$ cat src/rtl/bus_pkg.sv
// rtl/bus_pkg.sv - shared widths, command type and peripheral addresses for the system data bus
// Purpose: common definitions imported by cmd_fifo, bus_master and their benches.
//   ADDR_W/DATA_W : bus address and data widths
//   cmd_t         : one queued load/store command {we, addr, wdata}
//   LEDS/SWS/BTNS : register addresses of the LED/switch/button controller
package bus_pkg;

  localparam int ADDR_W = 16;
  localparam int DATA_W = 16;

  typedef struct packed {
    logic              we;
    logic [ADDR_W-1:0] addr;
    logic [DATA_W-1:0] wdata;
  } cmd_t;

  localparam logic [ADDR_W-1:0] LEDS = 16'h0000;
  localparam logic [ADDR_W-1:0] SWS  = 16'h0002;
  localparam logic [ADDR_W-1:0] BTNS = 16'h0004;

endpackage

$ cat src/rtl/cmd_fifo.sv
// rtl/cmd_fifo.sv - synchronous command FIFO of cmd_t entries
// Purpose: buffers commands between the core and the bus issue stage.
// Ports:
//   sys_clk, sys_rst_n : clock, synchronous active-low reset (flushes contents)
//   push, push_data    : write one entry (ignored when full)
//   pop                : drop the head entry (ignored when empty)
//   head               : current head entry, valid while !empty
//   count, full, empty : occupancy status
module cmd_fifo
  import bus_pkg::*;
#(
  parameter int DEPTH = 4
) (
  input  logic                     sys_clk,
  input  logic                     sys_rst_n,
  input  logic                     push,
  input  cmd_t                     push_data,
  input  logic                     pop,
  output cmd_t                     head,
  output logic [$clog2(DEPTH):0]   count,
  output logic                     full,
  output logic                     empty
);

  localparam int AW = $clog2(DEPTH);

  cmd_t          mem [DEPTH];
  logic [AW-1:0] wr_ptr;
  logic [AW-1:0] rd_ptr;
  logic          do_push;
  logic          do_pop;

  assign full    = (count == (AW+1)'(DEPTH));
  assign empty   = (count == '0);
  assign do_push = push && !full;
  assign do_pop  = pop && !empty;
  assign head    = mem[rd_ptr];

  // Pointers are exactly AW bits wide, so wrap-around on a power-of-2 depth is free.
  always_ff @(posedge sys_clk) begin
    if (!sys_rst_n) begin
      wr_ptr <= '0;
      rd_ptr <= '0;
      count  <= '0;
    end else begin
      if (do_push) begin
        mem[wr_ptr] <= push_data;
        wr_ptr      <= wr_ptr + 1'b1;
      end
      if (do_pop) begin
        rd_ptr <= rd_ptr + 1'b1;
      end
      case ({do_push, do_pop})
        2'b10:   count <= count + 1'b1;
        2'b01:   count <= count - 1'b1;
        default: count <= count;
      endcase
    end
  end

endmodule

$ cat src/rtl/bus_master.sv
// rtl/bus_master.sv - initiator of the 16-bit system data bus with command FIFO and read pipeline
// Purpose: queues load/store commands, issues one registered bus cycle per command and
//          returns read data in issue order, two cycles after the read's bus cycle.
// Ports:
//   sys_clk, sys_rst_n        : clock, synchronous active-low reset
//   cmd_valid/cmd_ready       : command handshake; cmd_we/cmd_addr/cmd_wdata carry the command
//   issue_en                  : 0 halts issuing, the FIFO keeps accepting
//   rsp_valid/rsp_rdata       : one-cycle read response strobe and held read data
//   busy                      : commands queued or a read still in flight
//   bus_a/bus_do/bus_we/bus_di: registered bus outputs and peripheral read data
module bus_master
  import bus_pkg::*;
#(
  parameter int DEPTH = 4
) (
  input  logic              sys_clk,
  input  logic              sys_rst_n,
  input  logic              cmd_valid,
  output logic              cmd_ready,
  input  logic              cmd_we,
  input  logic [ADDR_W-1:0] cmd_addr,
  input  logic [DATA_W-1:0] cmd_wdata,
  input  logic              issue_en,
  output logic              rsp_valid,
  output logic [DATA_W-1:0] rsp_rdata,
  output logic              busy,
  output logic [ADDR_W-1:0] bus_a,
  output logic [DATA_W-1:0] bus_do,
  output logic              bus_we,
  input  logic [DATA_W-1:0] bus_di
);

  cmd_t                 head;
  cmd_t                 push_data;
  logic [$clog2(DEPTH):0] count;
  logic                 full;
  logic                 empty;
  logic                 ready_q;
  logic                 push;
  logic                 pop;
  logic                 rd_v0;   // read on the bus this cycle
  logic                 rd_v1;   // peripheral's registered data on bus_di this cycle

  // ready_q keeps cmd_ready low while reset is held, high from the first cycle after release.
  assign cmd_ready = ready_q && !full;
  assign push      = cmd_valid && cmd_ready;
  assign pop       = issue_en && !empty;
  assign push_data = '{we: cmd_we, addr: cmd_addr, wdata: cmd_wdata};
  assign busy      = (count != '0) || rd_v0 || rd_v1;

  cmd_fifo #(.DEPTH(DEPTH)) u_fifo (
    .sys_clk   (sys_clk),
    .sys_rst_n (sys_rst_n),
    .push      (push),
    .push_data (push_data),
    .pop       (pop),
    .head      (head),
    .count     (count),
    .full      (full),
    .empty     (empty)
  );

  always_ff @(posedge sys_clk) begin
    if (!sys_rst_n) begin
      ready_q   <= 1'b0;
      bus_a     <= '0;
      bus_do    <= '0;
      bus_we    <= 1'b0;
      rd_v0     <= 1'b0;
      rd_v1     <= 1'b0;
      rsp_valid <= 1'b0;
      rsp_rdata <= '0;
    end else begin
      ready_q <= 1'b1;
      bus_we  <= pop && head.we;
      rd_v0   <= pop && !head.we;
      // Address and write data hold between commands; reads leave bus_do untouched.
      if (pop) begin
        bus_a <= head.addr;
        if (head.we) begin
          bus_do <= head.wdata;
        end
      end
      rd_v1     <= rd_v0;
      rsp_valid <= rd_v1;
      if (rd_v1) begin
        rsp_rdata <= bus_di;
      end
    end
  end

endmodule
$ cat config.mk
export PLATFORM = sky130hd
export DESIGN_NAME = bus_master
export DESIGN_NICKNAME = d
export VERILOG_FILES = /design/src/rtl/bus_pkg.sv /design/src/rtl/cmd_fifo.sv /design/src/rtl/bus_master.sv
export SDC_FILE = /design/constraint.sdc
export NUM_CORES = 1
export LEC_CHECK = 0
export ABC_AREA = 1
export CAP_MARGIN = 40
export CORE_MARGIN = 1.5
export CORE_UTILIZATION = 56
export CTS_BUF_LIST = sky130_fd_sc_hd__clkbuf_4 sky130_fd_sc_hd__clkbuf_8
export DETAILED_ROUTE_END_ITERATION = 10
export PLACE_DENSITY = 0.9
export SYNTH_ARGS = -nofsm -noshare
export SYNTH_HDL_FRONTEND = slang
export SYNTH_HIERARCHICAL = 1
export SYNTH_SLANG_ARGS = --single-unit
$ cat constraint.sdc
create_clock -name sys_clk -period 9.5 [get_ports sys_clk]
set_clock_uncertainty 0.05 [all_clocks]
set_input_delay 1.9 -clock sys_clk [delete_from_list [all_inputs] [get_ports sys_clk]]
set_output_delay 1.9 -clock sys_clk [all_outputs]
set_load 0.1 [all_outputs]
; After elaboration in Yosys (flattened, before gate mapping)
; Memories as Yosys holds them, arrays and structs flattened. A register that Yosys moved wholly into a read port is not among the register bits.
; Cells that the tools add are included.
[classes]
eq_ne = 3
add_sub_neg = 4
n_reduce_logical = 16
n_mux = 7
[ops]
columns = operator, n
row1 = 1-bit logical AND, 7
row2 = 3-bit case mux with 2 select lines, 1
row3 = 2-bit by 1-bit adder with 2-bit output (second input constant), 2
row4 = 1-bit two-way mux, 4
row5 = 2-bit two-way mux, 2
row6 = 3-bit by 1-bit adder with 3-bit output (second input constant), 1
row7 = 3-bit == test (second input constant), 1
row8 = 1-bit zero test, 3
row9 = 3-bit zero test, 1
row10 = 3-bit nonzero test, 1
row11 = 3-bit by 1-bit subtractor with 3-bit output (second input constant), 1
row12 = 2-bit by 1-bit == test with 1-bit output (second input constant), 1
row13 = 2-bit == test (second input constant), 1
row14 = 1-bit logical OR, 2
row15 = 2-bit AND reduction, 1
row16 = 2-bit nonzero test, 1
[totals]
out_inout_bits = 52
input_bits = 53
mem_count = 1
elab_cells = 42
ff_bits = 60
ramBits = 132
[memory_table]
columns = name, depth, width, read_ports, rd_clocked_by_memory_dff, write_ports, line
row1 = u_fifo.mem, 4, 33, 1, 1, 1, cmd_fifo.sv:27  ; cmd_t mem [DEPTH];

; Logic depth before layout (Yosys ltp)
; Gate-level depths: netlist (run 1).
[logic_depth]
depth_word = 8
ltp_mapped = 18
ltp_nobuf = 17

; By module
; The synthesis (run 1) kept the hierarchy.
[by_module_without_submodules]
columns = module, area_per_inst_um2, cells_per_inst, n_inst, seq_area_each_um2
row1 = cmd_fifo, 5413.9, 389, 1, 4144.0
row2 = bus_master, 1969.4, 260, 1, 1061.0

; Least setup slack after synthesis (run 1)
; OpenSTA, ideal clock, no wires.
[synth_timing]
kind = input port to flip-flop
start = input port cmd_valid
end = memory u_fifo/mem[0][0] in the netlist's numbering, enable pin
path_buffers = 0
t_required_ns = 9.027
cell_stages = 3
setup_slack_ns = 5.053
setup_time_ns = 0.423
t_arrival_ns = 3.974
path_cell_list = nor3b_1 > nand3_1 > nor2_1
[synth_via]
elab_chain_len = 5
[synth_lines]
columns = item, line
row1 = start: declaration, bus_master.sv:18  ; input logic cmd_valid,
row2 = 1-bit logical AND, bus_master.sv:46  ; assign push = cmd_valid && cmd_ready;
row3 = 1-bit logical AND, cmd_fifo.sv:35  ; assign do_push = push && !full;
row4 = 1-bit two-way mux, cmd_fifo.sv:46  ; if (do_push) begin
row5 = 1-bit two-way mux, cmd_fifo.sv:41  ; if (!sys_rst_n) begin
row6 = 1-bit two-way mux (implied by the code), cmd_fifo.sv:47  ; mem[wr_ptr] <= push_data;
row7 = end: declaration, cmd_fifo.sv:27
; No other way between the ends.

; Final worst setup path (run 1)
[layout_timing]
start = input port cmd_valid
end = memory u_fifo/mem[0][3] in the netlist's numbering, enable pin
[layout_via]
elab_chain_len = 5
[layout_lines]
columns = item, line
row1 = 1-bit logical AND, bus_master.sv:46
row2 = named net push, bus_master.sv:39  ; logic push;
row3 = 1-bit logical AND, cmd_fifo.sv:35
row4 = 1-bit two-way mux, cmd_fifo.sv:46
row5 = 1-bit two-way mux, cmd_fifo.sv:41
row6 = 1-bit two-way mux (implied by the code), cmd_fifo.sv:47
; The timed path passes the listed nets, and every way through them passes these cells.

==> report_table.html, run 1 <==
<table>
<tr><th>Metric</th><th>Value</th></tr>
<tr><th colspan="2">Pwr</th></tr>
<tr><td>Areal power density over the cells</td><td>208 nW/um^2</td></tr>
<tr><td>Maximum ir drop on the vdd rail</td><td>0.128 mV</td></tr>
<tr><td>Leakage</td><td>around 3.7 nW</td></tr>
<tr><th colspan="2">GRT</th></tr>
<tr><td>Wire length of the first global-routing pass</td><td>29100 um</td></tr>
<tr><td>GRT Util Overall</td><td>0.275</td></tr>
<tr><td>Total global routing overflow</td><td>0</td></tr>
<tr><td>Via count of the first global-routing pass</td><td>roughly 5600</td></tr>
<tr><td>Initial antenna violation count</td><td>0</td></tr>
<tr><td>Pin count of the biggest net entering global routing</td><td>about 70</td></tr>
<tr><th colspan="2">Setup path</th></tr>
<tr><td>Endpoint type of the worst setup path</td><td>flop</td></tr>
<tr><td>Worst Path Max Fanout</td><td>19</td></tr>
<tr><td>Maximum single-stage delay on the critical path</td><td>around 0.63 ns</td></tr>
<tr><td>Slowest-stage cell, CP</td><td>sky130_fd_sc_hd__nor2_4</td></tr>
<tr><td>Setup Crit Path Kind</td><td>in -&gt; reg</td></tr>
<tr><td>Arrival @ worst endpoint</td><td>~4.2 ns</td></tr>
<tr><td>Count of buffering cells on the critical path with inverters included</td><td>2</td></tr>
<tr><td>Category of the worst setup path launch point</td><td>primary input</td></tr>
<tr><td>Required time at the worst-slack endpoint</td><td>9.63 ns</td></tr>
<tr><td>Kind of cell adding the most delay to the critical path</td><td>simple AND/OR/NAND/NOR gates</td></tr>
<tr><td>Flop-to-flop setup slack</td><td>approximately 6.5 ns</td></tr>
<tr><td>CP Cell Sequence</td><td>clkdlybuf4s50_1 &gt; nor3b_1 &gt; nand3_1 &gt; nor2_4 &gt; buf_16</td></tr>
<tr><th colspan="2">Placement</th></tr>
<tr><td># port buffers</td><td>approximately 100</td></tr>
<tr><td>HPWL Detailed</td><td>approximately 11000 um</td></tr>
<tr><td>Post-Place Cell Area</td><td>9320 um^2</td></tr>
<tr><td>RePlAce Congestion</td><td>about 0.79</td></tr>
<tr><th colspan="2">Routing</th></tr>
<tr><td>Vias per Instance</td><td>5.64</td></tr>
<tr><td>Residual DRC</td><td>0</td></tr>
<tr><td>Post-detailed-route count of antenna-violating nets</td><td>0</td></tr>
<tr><td>Wire length reported by the detailed router</td><td>18500 um</td></tr>
<tr><td>1st-iter DRT viols</td><td>approximately 530</td></tr>
<tr><td>Count of TritonRoute iterations in the first routing pass</td><td>7</td></tr>
<tr><td>Final routed wire length divided by cell count</td><td>18.8 um</td></tr>
<tr><td>Total via count in the routed design</td><td>about 5500</td></tr>
<tr><th colspan="2">Finish</th></tr>
<tr><td>Final nets</td><td>roughly 860</td></tr>
<tr><td>Post-route cell area</td><td>between 9000 and 10000 um^2</td></tr>
<tr><td>Layout filler cell count</td><td>683</td></tr>
<tr><td>Highest-count cells in the layout ignoring fill and taps</td><td>172 x sky130_fd_sc_hd__nor2_1, 132 x sky130_fd_sc_hd__edfxtp_1, 103 x sky130_fd_sc_hd__clkdlybuf4s50_1, 82 x sky130_fd_sc_hd__o21ai_0, 61 x sky130_fd_sc_hd__dfxtp_1</td></tr>
<tr><td>Growth of design area from synthesis to finish</td><td>32.2%</td></tr>
<tr><td>Share of final-layout standard cells stronger than drive strength 1</td><td>0.127</td></tr>
<tr><td>Most frequent standard cell in the layout excluding fill and tap cells</td><td>sky130_fd_sc_hd__nor2_1</td></tr>
<tr><td>Antenna diode count</td><td>0</td></tr>
<tr><th colspan="2">Yosys</th></tr>
<tr><td>Sequential-to-total area share from yosys stat</td><td>0.705</td></tr>
<tr><td>Post-synth top area cell</td><td>sky130_fd_sc_hd__edfxtp_1</td></tr>
<tr><td>Synth top area share</td><td>0.537</td></tr>
<tr><td>Net count after synthesis</td><td>approximately 710</td></tr>
<tr><td>Mean instance size in the synthesized netlist</td><td>between 10 and 15 um^2</td></tr>
<tr><td>Post-Synthesis Cells</td><td>approximately 650</td></tr>
<tr><td>Cell area after technology mapping</td><td>7380 um^2</td></tr>
<tr><td>Largest cells by area after synthesis</td><td>sky130_fd_sc_hd__edfxtp_1 54%, sky130_fd_sc_hd__dfxtp_1 17%, sky130_fd_sc_hd__nor2_1 8.9%</td></tr>
<tr><td>Count of yosys warnings during synthesis</td><td>6</td></tr>
<tr><td>Post-synthesis register bit count</td><td>194</td></tr>
<tr><td>Number of distinct library cells after synthesis</td><td>26</td></tr>
<tr><th colspan="2">Clocking</th></tr>
<tr><td>Number of cells upsized or downsized after cts</td><td>0</td></tr>
<tr><td>Hold Buf Count CTS</td><td>0</td></tr>
<tr><td>Clock buffer count from CTS</td><td>17</td></tr>
<tr><td>Max Buffers Root-to-Sink</td><td>2</td></tr>
<tr><td>Buffer count from post-CTS setup fixing</td><td>0</td></tr>
<tr><td>Root Driver</td><td>sky130_fd_sc_hd__clkbuf_8</td></tr>
<tr><td>CTS tree</td><td>built</td></tr>
<tr><td>Clock-pin transition on the worst setup and hold timing paths</td><td>around 0.09 ns</td></tr>
<tr><td>H-tree depth</td><td>4</td></tr>
<tr><td>Number of clock sinks</td><td>about 190</td></tr>
<tr><td>Clock insertion delay at the later pin of the skew report</td><td>roughly 0.48 ns</td></tr>
<tr><th colspan="2">Job</th></tr>
<tr><td>Maximum Capacitance Violations</td><td>0</td></tr>
<tr><th colspan="2">Floorplanning</th></tr>
<tr><td>Core ar.</td><td>~13000 um^2</td></tr>
<tr><td>Die H</td><td>roughly 120 um</td></tr>
<tr><td>Starting Density</td><td>0.580</td></tr>
<tr><td>Total I/O pin count</td><td>105</td></tr>
<tr><td>Count of standard-cell rows</td><td>41</td></tr>
<tr><td>Die span in x</td><td>118 um</td></tr>
<tr><td>Die footprint</td><td>13900 um^2</td></tr>
<tr><th colspan="2">Timing</th></tr>
<tr><td>Slew at the pin closest to its max-slew limit</td><td>between 0.6 and 0.7 ns</td></tr>
<tr><td>F_max</td><td>around 0.24 GHz</td></tr>
<tr><td>Final max-slew violation count</td><td>0</td></tr>
<tr><td>Unrepaired setup endpoints after global routing</td><td>no</td></tr>
<tr><td>Post-route minimum period</td><td>roughly 4 ns</td></tr>
<tr><td>Final setup vio count</td><td>0</td></tr>
<tr><td>Headroom to the max-slew limit</td><td>0.552</td></tr>
<tr><td>Final setup TNS</td><td>0 ns</td></tr>
<tr><td>Fin crit share</td><td>0.431</td></tr>
<tr><td>Final Hold Violating Endpoints</td><td>0</td></tr>
<tr><th colspan="2">Run status</th></tr>
<tr><td>Status</td><td>complete, no violations</td></tr>
<tr><th colspan="2">Worst hold path</th></tr>
<tr><td>Worst hold path type</td><td>reg -&gt; reg</td></tr>
</table>
## worst register-to-register path, stage by stage, from the launching register on
cell and delay [ns]:
sky130_fd_sc_hd__dfxtp_1 0.37, sky130_fd_sc_hd__inv_1 0.10, sky130_fd_sc_hd__nand3_1 0.23, sky130_fd_sc_hd__inv_1 0.09, sky130_fd_sc_hd__nor3b_1 0.53, sky130_fd_sc_hd__nand3_1 0.50, sky130_fd_sc_hd__nor2_4 0.63, sky130_fd_sc_hd__buf_16 0.25
## Yosys cell counts (all sizes together)
master,number
nand4,1
ha,5
buf,27
o22ai,33
inv,42
nor3,2
o21ai,100
edfxtp,132
nand3b,1
fa,1
nor3b,1
nor2,176
a21oi,6
nand3,7
dfxtp,62
nand2,47
clkbuf,6
## path summary, 6_finish.rpt
path,endpoint,startpoint,cells after the start
max reg2reg,u_fifo/mem[0][3],u_fifo/count[1],7
min reg2reg,rd_v1,rd_v0,2
max,u_fifo/mem[0][3],cmd_valid,5
min,rd_v1,rd_v0,2
## logic make-up (layout without fill, tap and decap cells)
group,after synthesis,count (layout),share of synthesized area
DFF,194,194,0.705
adders and majority gates,6,6,0.0112
buffers and inverters,75,238,0.0590
AOI/OAI and AO/OA,139,139,0.0998
and+or+nand+nor,235,235,0.125
## state kept, by name, summed over array words and instances (netlist names), named ones only
signal and count:
bus_a 16, rsp_rdata 16, rsp_valid 1, rd_v0 1
u_fifo/mem 132, ready_q 1, u_fifo/rd_ptr 2, bus_we 1
u_fifo/count 3, u_fifo/wr_ptr 2, bus_do 16, rd_v1 1
## layer usage
metal | GRT usage | vias up | wire, um
li1 | - | 2510 | -
met1 | 0.307 | 2622 | 6430
met4 | 0.161 | 0 | 784
met5 | 0 | - | 0
met2 | 0.486 | 343 | 9960
met3 | 0.0572 | 70 | 1320
## per-stage QoR
step / util / worst slack, ns / hold WS, ns / power (mW) / cells
floorplan: - / 5.05 / 0.357 / 1.28 / 649
global placement: 0.661 / 4.82 / 0.369 / 1.36 / 894
detailed placement: 0.733 / 4.96 / 0.377 / 1.46 / 952
CTS: 0.767 / 5.43 / 0.389 / 2.03 / 984
global route: 0.767 / 5.29 / 0.413 / 2.08 / 984
finish: 0.767 / 5.40 / 0.388 / 2.03 / 984
## cell type report
cell class	instances	area [um^2]	area share
Tap cell	172	215	0.0221
Multi-Input combinational cell	380	1770	0.182
Inverter	42	163	0.0167
Clock inverter	14	188	0.0192
Timing Repair Buffer	164	1970	0.202
Sequential cell	194	5210	0.533
Clock buffer	18	248	0.0254
## report_power, final
part | leakage [nW] | switching [mW] | internal, mW | total, mW
Clock | 0.204 | 0.281 | 0.291 | 0.573
Sequential | 1.70 | 0.0201 | 0.937 | 0.957
Combinational | 1.77 | 0.330 | 0.167 | 0.498
Total | 3.67 | 0.632 | 1.40 | 2.03
(Power assumes the default switching activity.)
==> run 2, diff against run 1 <==
--- a/config.mk
+++ b/config.mk
@@ -8,10 +8,10 @@
 export ABC_AREA = 1
 export CAP_MARGIN = 40
 export CORE_MARGIN = 1.5
-export CORE_UTILIZATION = 56
+export CORE_UTILIZATION = 51
 export CTS_BUF_LIST = sky130_fd_sc_hd__clkbuf_4 sky130_fd_sc_hd__clkbuf_8
 export DETAILED_ROUTE_END_ITERATION = 10
-export PLACE_DENSITY = 0.9
+export PLACE_DENSITY = 0.86
 export SYNTH_ARGS = -nofsm -noshare
 export SYNTH_HDL_FRONTEND = slang
 export SYNTH_HIERARCHICAL = 1
==> constraint.sdc (replaced) <==
create_clock -name sys_clk -period 3.66 [get_ports sys_clk]
set_clock_uncertainty 0.05 [all_clocks]
set_input_delay 0.732 -clock sys_clk [delete_from_list [all_inputs] [get_ports sys_clk]]
set_output_delay 0.732 -clock sys_clk [all_outputs]
set_load 0.1 [all_outputs]
==> run 2 against run 1 <==
  * Total power rose to 2.6 times the previous value
  * Clock-buffer cell count down 1
  * Hold slack worse by 0.0094 ns
  * Cell count up 1.3%
  * Clock power rose to 2.7 times the previous value
  * Flip-flop and latch count unchanged
  * Combinational power up 150%
  * Critical endpoint is now bus_do[8]
  * Largest cell class unchanged
  * Highest routed layer unchanged
==> report_table.html, run 2 (synthesized netlist as in run 1, its figures left out) <==
<table>
<tr><th>Metric</th><th>Value</th></tr>
<tr><th colspan="2">Timing</th></tr>
<tr><td>Final worst hold slack</td><td>0.379 ns (-0.00937 ns)</td></tr>
<tr><td>Unrepaired setup endpoints after global routing</td><td>no</td></tr>
<tr><td>Slew at the pin closest to its max-slew limit</td><td>0.575 ns (-0.0969 ns)</td></tr>
<tr><td>Final setup vio count</td><td>0 (unchanged)</td></tr>
<tr><td>Final setup TNS</td><td>0 ns (unchanged)</td></tr>
<tr><td>Fin crit share</td><td>0.678</td></tr>
<tr><td>Final Hold Violating Endpoints</td><td>0 (unchanged)</td></tr>
<tr><td>Final max-slew violation count</td><td>0 (unchanged)</td></tr>
<tr><td>Headroom to the max-slew limit</td><td>0.616 (+0.0641)</td></tr>
<tr><td>F_max</td><td>approximately 0.40 GHz</td></tr>
<tr><td>Post-route minimum period</td><td>2.48 ns</td></tr>
<tr><th colspan="2">Finish</th></tr>
<tr><td>Layout filler cell count</td><td>921 (+35%)</td></tr>
<tr><td>Area taken by flip-flops and latches</td><td>5210 um^2 (unchanged)</td></tr>
<tr><td>Most frequent standard cell in the layout excluding fill and tap cells</td><td>sky130_fd_sc_hd__nor2_1</td></tr>
<tr><td>Multi-input logic area</td><td>1770 um^2 (unchanged)</td></tr>
<tr><td>Post-route cell area</td><td>9760 um^2 (about the same)</td></tr>
<tr><td>Growth of design area from synthesis to finish</td><td>32.1% (about the same)</td></tr>
<tr><td>Register name with the most flops</td><td>u_fifo/mem</td></tr>
<tr><td>Highest-count cells in the layout ignoring fill and taps</td><td>172 x sky130_fd_sc_hd__nor2_1, 132 x sky130_fd_sc_hd__edfxtp_1, 101 x sky130_fd_sc_hd__clkdlybuf4s50_1, 82 x sky130_fd_sc_hd__o21ai_0, 61 x sky130_fd_sc_hd__dfxtp_1</td></tr>
<tr><td>Share of final-layout standard cells stronger than drive strength 1</td><td>0.136 (+0.00902)</td></tr>
<tr><td>Number of flip-flops in the largest register</td><td>132 (unchanged)</td></tr>
<tr><td>Final non-filler cell total</td><td>997 (+1.3%)</td></tr>
<tr><td>Final nets</td><td>863 (+0.58%)</td></tr>
<tr><td>Antenna diode count</td><td>0 (unchanged)</td></tr>
<tr><th colspan="2">Placement</th></tr>
<tr><td>RePlAce Congestion</td><td>0.761 (-3.1%)</td></tr>
<tr><td>Post-Place Cell Area</td><td>9310 um^2 (-0.13%)</td></tr>
<tr><td># port buffers</td><td>104 (unchanged)</td></tr>
<tr><td>HPWL Detailed</td><td>11100 um (-3.6%)</td></tr>
<tr><td>Placed cells</td><td>965 (+1.4%)</td></tr>
<tr><th colspan="2">Routing</th></tr>
<tr><td>Total via count in the routed design</td><td>5325 (-4.0%)</td></tr>
<tr><td>Highest signal layer in the routed design</td><td>met4</td></tr>
<tr><td>Met2 routed wirelength</td><td>8850 um (-11%)</td></tr>
<tr><td>Post-detailed-route count of antenna-violating nets</td><td>0 (unchanged)</td></tr>
<tr><td>Final routed wire length divided by cell count</td><td>16.9 um (-10%)</td></tr>
<tr><td>Residual DRC</td><td>0 (unchanged)</td></tr>
<tr><td>Count of TritonRoute iterations in the first routing pass</td><td>6 (-1)</td></tr>
<tr><td>Length of routed met3 wiring</td><td>1190 um (-9.6%)</td></tr>
<tr><td>1st-iter DRT viols</td><td>539 (+2.7%)</td></tr>
<tr><td>Wire length reported by the detailed router</td><td>16900 um (-8.8%)</td></tr>
<tr><td>Vias per Instance</td><td>5.34 (-5.2%)</td></tr>
<tr><td>Met1 Wirelength</td><td>6330 um (-1.5%)</td></tr>
<tr><th colspan="2">Floorplanning</th></tr>
<tr><td>Total I/O pin count</td><td>105 (unchanged)</td></tr>
<tr><td>Count of standard-cell rows</td><td>43 (+4.9%)</td></tr>
<tr><td>Die span in x</td><td>123 um (+4.7%)</td></tr>
<tr><td>Starting Density</td><td>0.528 (-0.0525)</td></tr>
<tr><td>Die footprint</td><td>15200 um^2 (+9.5%)</td></tr>
<tr><td>Die H</td><td>123 um (+4.7%)</td></tr>
<tr><td>Core ar.</td><td>14000 um^2 (+10%)</td></tr>
<tr><th colspan="2">Pwr</th></tr>
<tr><td>Maximum ir drop on the vdd rail</td><td>0.450 mV (+250%)</td></tr>
<tr><td>Leakage</td><td>3.70 nW (+0.76%)</td></tr>
<tr><td>Areal power density over the cells</td><td>538 nW/um^2 (+160%)</td></tr>
<tr><th colspan="2">Clocking</th></tr>
<tr><td>Root Driver</td><td>sky130_fd_sc_hd__clkbuf_8</td></tr>
<tr><td>Clock-pin transition on the worst setup and hold timing paths</td><td>0.10 ns (about the same)</td></tr>
<tr><td>Clock buffer count from CTS</td><td>17 (unchanged)</td></tr>
<tr><td>Hold Buf Count CTS</td><td>0 (unchanged)</td></tr>
<tr><td>Max Buffers Root-to-Sink</td><td>2 (unchanged)</td></tr>
<tr><td>Number of clock sinks</td><td>194 (unchanged)</td></tr>
<tr><td>Buffer count from post-CTS setup fixing</td><td>0 (unchanged)</td></tr>
<tr><td>Clock insertion delay at the later pin of the skew report</td><td>0.47 ns (about the same)</td></tr>
<tr><td>CTS tree</td><td>built</td></tr>
<tr><td>Number of cells upsized or downsized after cts</td><td>0 (unchanged)</td></tr>
<tr><td>H-tree depth</td><td>4 (unchanged)</td></tr>
<tr><th colspan="2">Setup path</th></tr>
<tr><td>Required time at the worst-slack endpoint</td><td>4.01 ns (-5.62 ns)</td></tr>
<tr><td>Category of the worst setup path launch point</td><td>flop</td></tr>
<tr><td>Worst Path Max Fanout</td><td>33 (+14)</td></tr>
<tr><td>Flop-to-flop setup slack</td><td>1.18 ns (-5.28 ns)</td></tr>
<tr><td>Endpoint type of the worst setup path</td><td>flop</td></tr>
<tr><td>Setup Crit Path Kind</td><td>reg -&gt; reg</td></tr>
<tr><td>Arrival @ worst endpoint</td><td>2.84 ns (-1.39 ns)</td></tr>
<tr><th colspan="2">Worst hold path</th></tr>
<tr><td>Startpoint of the tightest hold check path</td><td>rd_v0</td></tr>
<tr><td>Worst hold path type</td><td>reg -&gt; reg</td></tr>
<tr><th colspan="2">GRT</th></tr>
<tr><td>Pin count of the biggest net entering global routing</td><td>59 (-13%)</td></tr>
<tr><td>Wire length of the first global-routing pass</td><td>26700 um (-8.3%)</td></tr>
<tr><td>Total global routing overflow</td><td>0 (unchanged)</td></tr>
<tr><td>Via count of the first global-routing pass</td><td>5349 (-5.2%)</td></tr>
<tr><td>Initial antenna violation count</td><td>0 (unchanged)</td></tr>
<tr><td>GRT Util Overall</td><td>0.235 (-0.0398)</td></tr>
<tr><th colspan="2">Run status</th></tr>
<tr><td>Status</td><td>complete, no violations</td></tr>
<tr><th colspan="2">Job</th></tr>
<tr><td>Maximum Capacitance Violations</td><td>0 (unchanged)</td></tr>
</table>
[run 2: cell count changes in the layout (fill, tap and decap cells not counted), sizes merged]
cell / before / now
bufinv: 4 / 3
clkinv: 5 / 2
clkbuf: 18 / 17
clkdlybuf4s50: 103 / 101
buf: 61 / 68
inv: 42 / 51
clkinvlp: 5 / 1
[run 2: layout make-up]
type	instances	area share
clock buffer	17	0.0240
clock inverter	15	0.0217
inverter	42	0.0167
multi-input combinational	380	0.182
sequential	194	0.534
tap	180	0.0231
timing repair buffer	169	0.199
[run 2: metrics by stage]
step,util,setup slack [ns],power (mW)
after floorplan,-,0.381,3.32
after global placement,0.610,0.779,3.54
after detailed placement,0.666,0.721,3.78
after CTS,0.697,1.17,5.27
after global routing,0.697,0.970,5.44
final,0.697,1.18,5.25
[run 2: path summary, 6_finish.rpt]
path / to / cells after the start
worst max-delay path: bus_do[8] / 7
worst min-delay path: rd_v1 / 2
worst max register to register: bus_do[8] / 7
worst min register to register: rd_v1 / 2
[run 2: where the power goes]
| part | switching (mW) | internal, mW | total (mW) |
|---|---|---|---|
| combinational | 0.825 | 0.420 | 1.24 |
| sequential | 0.0548 | 2.43 | 2.49 |
| clock | 0.808 | 0.711 | 1.52 |
| total | 1.69 | 3.56 | 5.25 |
[run 2: metal layers]
metal | vias up | global-route usage
met3 | 50 | 0.0577
li1 | 2526 | -
met5 | - | 0
met1 | 2495 | 0.272
met2 | 254 | 0.417
met4 | 0 | 0.0999
[run 2: worst max-delay path, cell delays in order (launching register included)]
cell and delay [ns]:
sky130_fd_sc_hd__dfxtp_1 0.46, sky130_fd_sc_hd__inv_2 0.50, sky130_fd_sc_hd__o21ai_0 0.22, sky130_fd_sc_hd__o22ai_1 0.39, sky130_fd_sc_hd__nand3_4 0.39, sky130_fd_sc_hd__nand2_1 0.17, sky130_fd_sc_hd__nand2_1 0.07, sky130_fd_sc_hd__nor2_1 0.14
